$ cat src/rtl/pp_buffer_ctrl.sv
// Ping-pong buffer controller: fills one bank from a valid/ready stream, swaps banks,
// streams the other bank out. Optional early frame close via in_last when PP_CTRL_FLUSH_EN is defined.
module pp_buffer_ctrl #(
  parameter int DATA_WIDTH = 8,
  parameter int ADDR_WIDTH = 4
) (
  input  logic                  clk,
  input  logic                  rst_n,
  input  logic                  in_valid,
  output logic                  in_ready,
  input  logic [DATA_WIDTH-1:0] in_data,
  input  logic                  in_last,
  output logic                  buf_ctrl,
  output logic                  buf_wr_en,
  output logic [ADDR_WIDTH-1:0] buf_wr_addr,
  output logic [DATA_WIDTH-1:0] buf_din,
  output logic                  buf_rd_en,
  output logic [ADDR_WIDTH-1:0] buf_rd_addr,
  input  logic [DATA_WIDTH-1:0] buf_dout,
  output logic                  out_valid,
  output logic [DATA_WIDTH-1:0] out_data,
  output logic                  out_last,
  output logic                  busy
);
  localparam int DEPTH = 2**ADDR_WIDTH;
  localparam logic [ADDR_WIDTH:0] ONE      = (ADDR_WIDTH+1)'(1);
  localparam logic [ADDR_WIDTH:0] LAST_IDX = (ADDR_WIDTH+1)'(DEPTH - 1);

  logic [ADDR_WIDTH:0] wr_cnt;
  logic                wr_full;
  logic [ADDR_WIDTH:0] frame_len;
  logic                ctrl;
  logic                rd_busy;
  logic [ADDR_WIDTH:0] rd_cnt;
  logic [ADDR_WIDTH:0] rd_len;
  logic                vld_p1, vld_p2;
  logic                last_p1, last_p2;

  logic accept, close_frame, swap, rd_end;

  assign in_ready = !wr_full;
  assign accept   = in_valid && !wr_full;

`ifdef PP_CTRL_FLUSH_EN
  assign close_frame = accept && ((wr_cnt == LAST_IDX) || in_last);
`else
  logic unused_in_last;
  assign unused_in_last = in_last;
  assign close_frame    = accept && (wr_cnt == LAST_IDX);
`endif

  // Swap waits on the registered rd_busy, so the old bank is never read in the swap cycle.
  assign swap   = wr_full && !rd_busy;
  assign rd_end = rd_busy && (rd_cnt == rd_len - ONE);

  assign buf_ctrl    = ctrl;
  assign buf_wr_en   = accept;
  assign buf_wr_addr = wr_cnt[ADDR_WIDTH-1:0];
  assign buf_din     = in_data;
  assign buf_rd_en   = rd_busy;
  assign buf_rd_addr = rd_cnt[ADDR_WIDTH-1:0];

  always_ff @(posedge clk or negedge rst_n) begin
    if (!rst_n) begin
      wr_cnt    <= '0;
      wr_full   <= 1'b0;
      frame_len <= '0;
      ctrl      <= 1'b0;
    end else if (swap) begin
      ctrl    <= ~ctrl;
      wr_full <= 1'b0;
      wr_cnt  <= '0;
    end else if (accept) begin
      wr_cnt <= wr_cnt + ONE;
      if (close_frame) begin
        wr_full   <= 1'b1;
        frame_len <= wr_cnt + ONE;
      end
    end
  end

  always_ff @(posedge clk or negedge rst_n) begin
    if (!rst_n) begin
      rd_busy <= 1'b0;
      rd_cnt  <= '0;
      rd_len  <= '0;
    end else if (swap) begin
      rd_busy <= 1'b1;
      rd_cnt  <= '0;
      rd_len  <= frame_len;
    end else if (rd_busy) begin
      rd_cnt <= rd_cnt + ONE;
      if (rd_end) rd_busy <= 1'b0;
    end
  end

  // p1/p2: match the buffer's two-cycle read latency
  always_ff @(posedge clk or negedge rst_n) begin
    if (!rst_n) begin
      vld_p1  <= 1'b0;
      last_p1 <= 1'b0;
      vld_p2  <= 1'b0;
      last_p2 <= 1'b0;
    end else begin
      vld_p1  <= rd_busy;
      last_p1 <= rd_end;
      vld_p2  <= vld_p1;
      last_p2 <= last_p1;
    end
  end

  assign out_valid = vld_p2;
  assign out_last  = last_p2;
  assign out_data  = buf_dout;
  assign busy      = (wr_cnt != '0) || wr_full || rd_busy || vld_p1 || vld_p2;
endmodule

$ cat config.mk
export PLATFORM = sky130hd
export DESIGN_NAME = pp_buffer_ctrl
export DESIGN_NICKNAME = d
export VERILOG_FILES = /design/src/rtl/pp_buffer_ctrl.sv
export SDC_FILE = /design/constraint.sdc
export NUM_CORES = 1
export LEC_CHECK = 0
export ABC_AREA = 1
export CAP_MARGIN = 10
export CELL_PAD_IN_SITES_DETAIL_PLACEMENT = 1
export CELL_PAD_IN_SITES_GLOBAL_PLACEMENT = 1
export CORE_UTILIZATION = 32
export DETAILED_ROUTE_END_ITERATION = 7
export HOLD_SLACK_MARGIN = 0.15
export PLACE_DENSITY = 0.86
export REMOVE_ABC_BUFFERS = 1
export SETUP_SLACK_MARGIN = 0.1
export SLEW_MARGIN = 25
export SYNTH_ARGS = -nofsm -noshare
export SYNTH_HDL_FRONTEND = slang
export SYNTH_SLANG_ARGS = --single-unit
export TNS_END_PERCENT = 30
$ cat constraint.sdc
create_clock -name clk -period 1.89 [get_ports clk]
set_input_delay 0.189 -clock clk [delete_from_list [all_inputs] [get_ports clk]]
set_output_delay 0.189 -clock clk [all_outputs]
set_load 0.03 [all_outputs]
==> metrics.csv <==
metric;value;unit
cp_max_fo;3;
cp-start-kind;register;
grt_pass1_wl;5.292;mm
drt_iter0_markers;19;
setup_viol;0;
hold_viol_final;0;
routed_wl;3.175;mm
max_freq;595.2;MHz
grt_pass1_vias;1177;
drt_pass1_iterations;4;
maxCapViolations;0;
pwr_density_cell;1461;nW/um^2
area_growth;7.204;%
nets;193;
yosys.area.top_type;dfrtp_1;
die_y;69.52;um
crit_path_end_kind;output pin;
fin_crit_sh;88.89;%
dieArea;4833;um^2
ys_types;20;
synthTopCellsByArea;dfrtp_1 (46%), buf_4 (12%), nand2_1 (9.8%);
drcViolationCount;0;
numCtsBuffers;3;
groute.usage.overall;13.74;%
hold_class;input port to asynchronous set/reset pin;
ir_worst_vdd;0.6923;mV
crit_family;buffers and inverters;
ys_ff_latch;27;
criticalPathCategory;register to output pin;
netlist_area;1459;um^2
gp_congestion;0.7585;
final.setup.worst_slack;0.2100;ns
outcome;completed;
ys_seq_area_share;46.31;%
cts_sinks;27;
clk_latency;0.27;ns
finClkSkew;0.003282;ns
cp.arrival;1.49;ns
hpwl;2.390;mm
path_buf_inv;2;
max_stage_delay;0.67;ns
setup_tns;0;ns
slew_viol_final;0;
cp_slowest_cell;clkdlybuf4s50_1;
timing.final.crit_period;1.680;ns
io_buffers;17;
core.rowCount;24;
drive_gt1_share;9.581;%
die_w;69.52;um
relSlewSlack;77.08;%
yosysTopAreaCellShare;46.31;%
core;4354;um^2
drtAntennaViolNets;0;
synth_area_per_cell;8.633;um^2
grt-ovfl-total;0;
start_util;33.51;%
rsz0062_at_grt;false;
post_drt_wl_per_cell;14.50;um
crit_required;1.70;ns
fillers;507;
insertedDiodeCount;0;
synth_cells;169;
vias_per_cell;4.822;
worstPathCellList;inv_2 > clkdlybuf4s50_1;
grt_max_degree;28;
worst_pin_slew;0.3439;ns
vias;1056;
cts_buffer_depth;2;
antenna_found_initial;0;
path_clk_slew;0.10;ns
io_pins;51;
htreeDepth;1;
timing.hold.ws;0.2858;ns
ctsRootBufferMaster;clkbuf_8;
yosysWarnings;0;
dp_slack;0.08938;ns
cts_tree;yes;
p_leak;0.7733;nW
-- cells in the mapped netlist --
cell / n
dfrtp_1: 27
nand2_1: 38
xor2_1: 2
nand3_1: 7
nor3_1: 1
clkbuf_8: 1
nand4_1: 2
o22ai_1: 3
nor2_1: 16
inv_6: 1
a22o_1: 1
nand2_4: 3
ha_1: 5
xnor2_1: 2
o21ai_0: 10
a21oi_1: 6
buf_4: 24
mux2_4: 1
inv_1: 17
inv_2: 2
-- power by group --
part,internal [mW],total (mW),switching (mW)
clock,0.150,0.337,0.187
sequential,0.743,0.902,0.159
combinational,0.412,1.05,0.634
total,1.30,2.28,0.980
-- cells in the final DEF (no fill, tap or decap), drive strengths merged, types with 2 or more instances in the layout --
cell type,instances
a21oi,6
buf,3
clkbuf,3
clkdlybuf4s50,15
dfrtp,27
ha,5
inv,20
nand2,41
nand3,7
nand4,2
nor2,16
o21ai,10
o22ai,3
xnor2,2
xor2,2
-- worst reg2reg max path, cell delays in order (launching register included) --
cell and delay [ns]:
dfrtp_2 0.45, ha_1 0.23, nand2_1 0.07, nor2_1 0.04, ha_1 0.22, nand2_4 0.14, mux2_4 0.31
-- cell families (layout without fill, tap and decap cells) --
group	count (synthesis)	count (layout)	share of synthesized area [%]
AO/OA/AOI/OAI	20	20	7.376
adder cells (fa/ha/maj)	5	5	4.288
buffers and inverters	45	43	18.78
multiplexers	1	1	1.029
flip-flops	27	27	46.31
AND/OR/NAND/NOR	67	67	19.81
XOR/XNOR	4	4	2.402
-- flip-flops by register name, indices dropped and copies added (netlist names) --
register / flops
out_last: 1
frame_len: 5
last_p1: 1
buf_ctrl: 1
rd_cnt: 5
rd_len: 5
buf_rd_en: 1
wr_full: 1
vld_p1: 1
wr_cnt: 5
out_valid: 1
-- layer usage --
layer	track usage (%)	wire, um	vias to the layer above
met5	0	0	-
met4	5.215	36	0
met3	5.814	237	4
met2	21.57	1461	36
met1	16.70	1441	512
li1	-	-	504
-- timing repair --
item                                    4_1_cts  5_1_grt
pin swaps                                     0        0
gates resized for setup                       4        4
setup buffers                                 0        0
endpoints found under the setup margin        2        1
hold buffers                                  0        0
-- worst paths after layout --
| path | start | endpoint | slack (ns) | cells after the start |
|---|---|---|---|---|
| max | wr_full$_DFFE_PN0P_ | in_ready | 0.21 | 2 |
| min in group clk | last_p1$_DFF_PN0_ | out_last$_DFF_PN0_ | 0.38 | 0 |
| min reg2reg | last_p1$_DFF_PN0_ | out_last$_DFF_PN0_ | 0.38 | 0 |
| max reg2reg | wr_cnt[0]$_DFFE_PN0P_ | frame_len[2]$_DFFE_PN0P_ | 0.33 | 6 |
| min | rst_n | wr_full$_DFFE_PN0P_ | 0.29 | 2 |
| max in group asynchronous | rst_n | wr_cnt[0]$_DFFE_PN0P_ | 1.32 | 2 |
-- area by class of cell --
cell class                 instances  area (um^2)  area share [%]
sequential                        27        676.9           43.28
multi-input combinational         97        514.2           32.88
timing repair buffer              19        178.9           11.44
inverter                          20        80.08           5.120
tap                               52        65.06           4.160
clock buffer                       3        41.29           2.640
clock inverter                     1        7.507          0.4800
-- per-stage QoR --
| stage | power [mW] | area (um^2) | instances | util (%) |
|---|---|---|---|---|
| floorplan | 1.570 | 1265 | 144 | - |
| global placement | 1.919 | 1515 | 215 | 34.80 |
| detailed placement | 1.964 | 1515 | 215 | 34.80 |
| CTS | 2.306 | 1564 | 219 | 35.92 |
| global route | 2.459 | 1564 | 219 | 35.92 |
| finish | 2.285 | 1564 | 219 | 35.92 |
No activity file was read; power rests on OpenSTA's default activity.
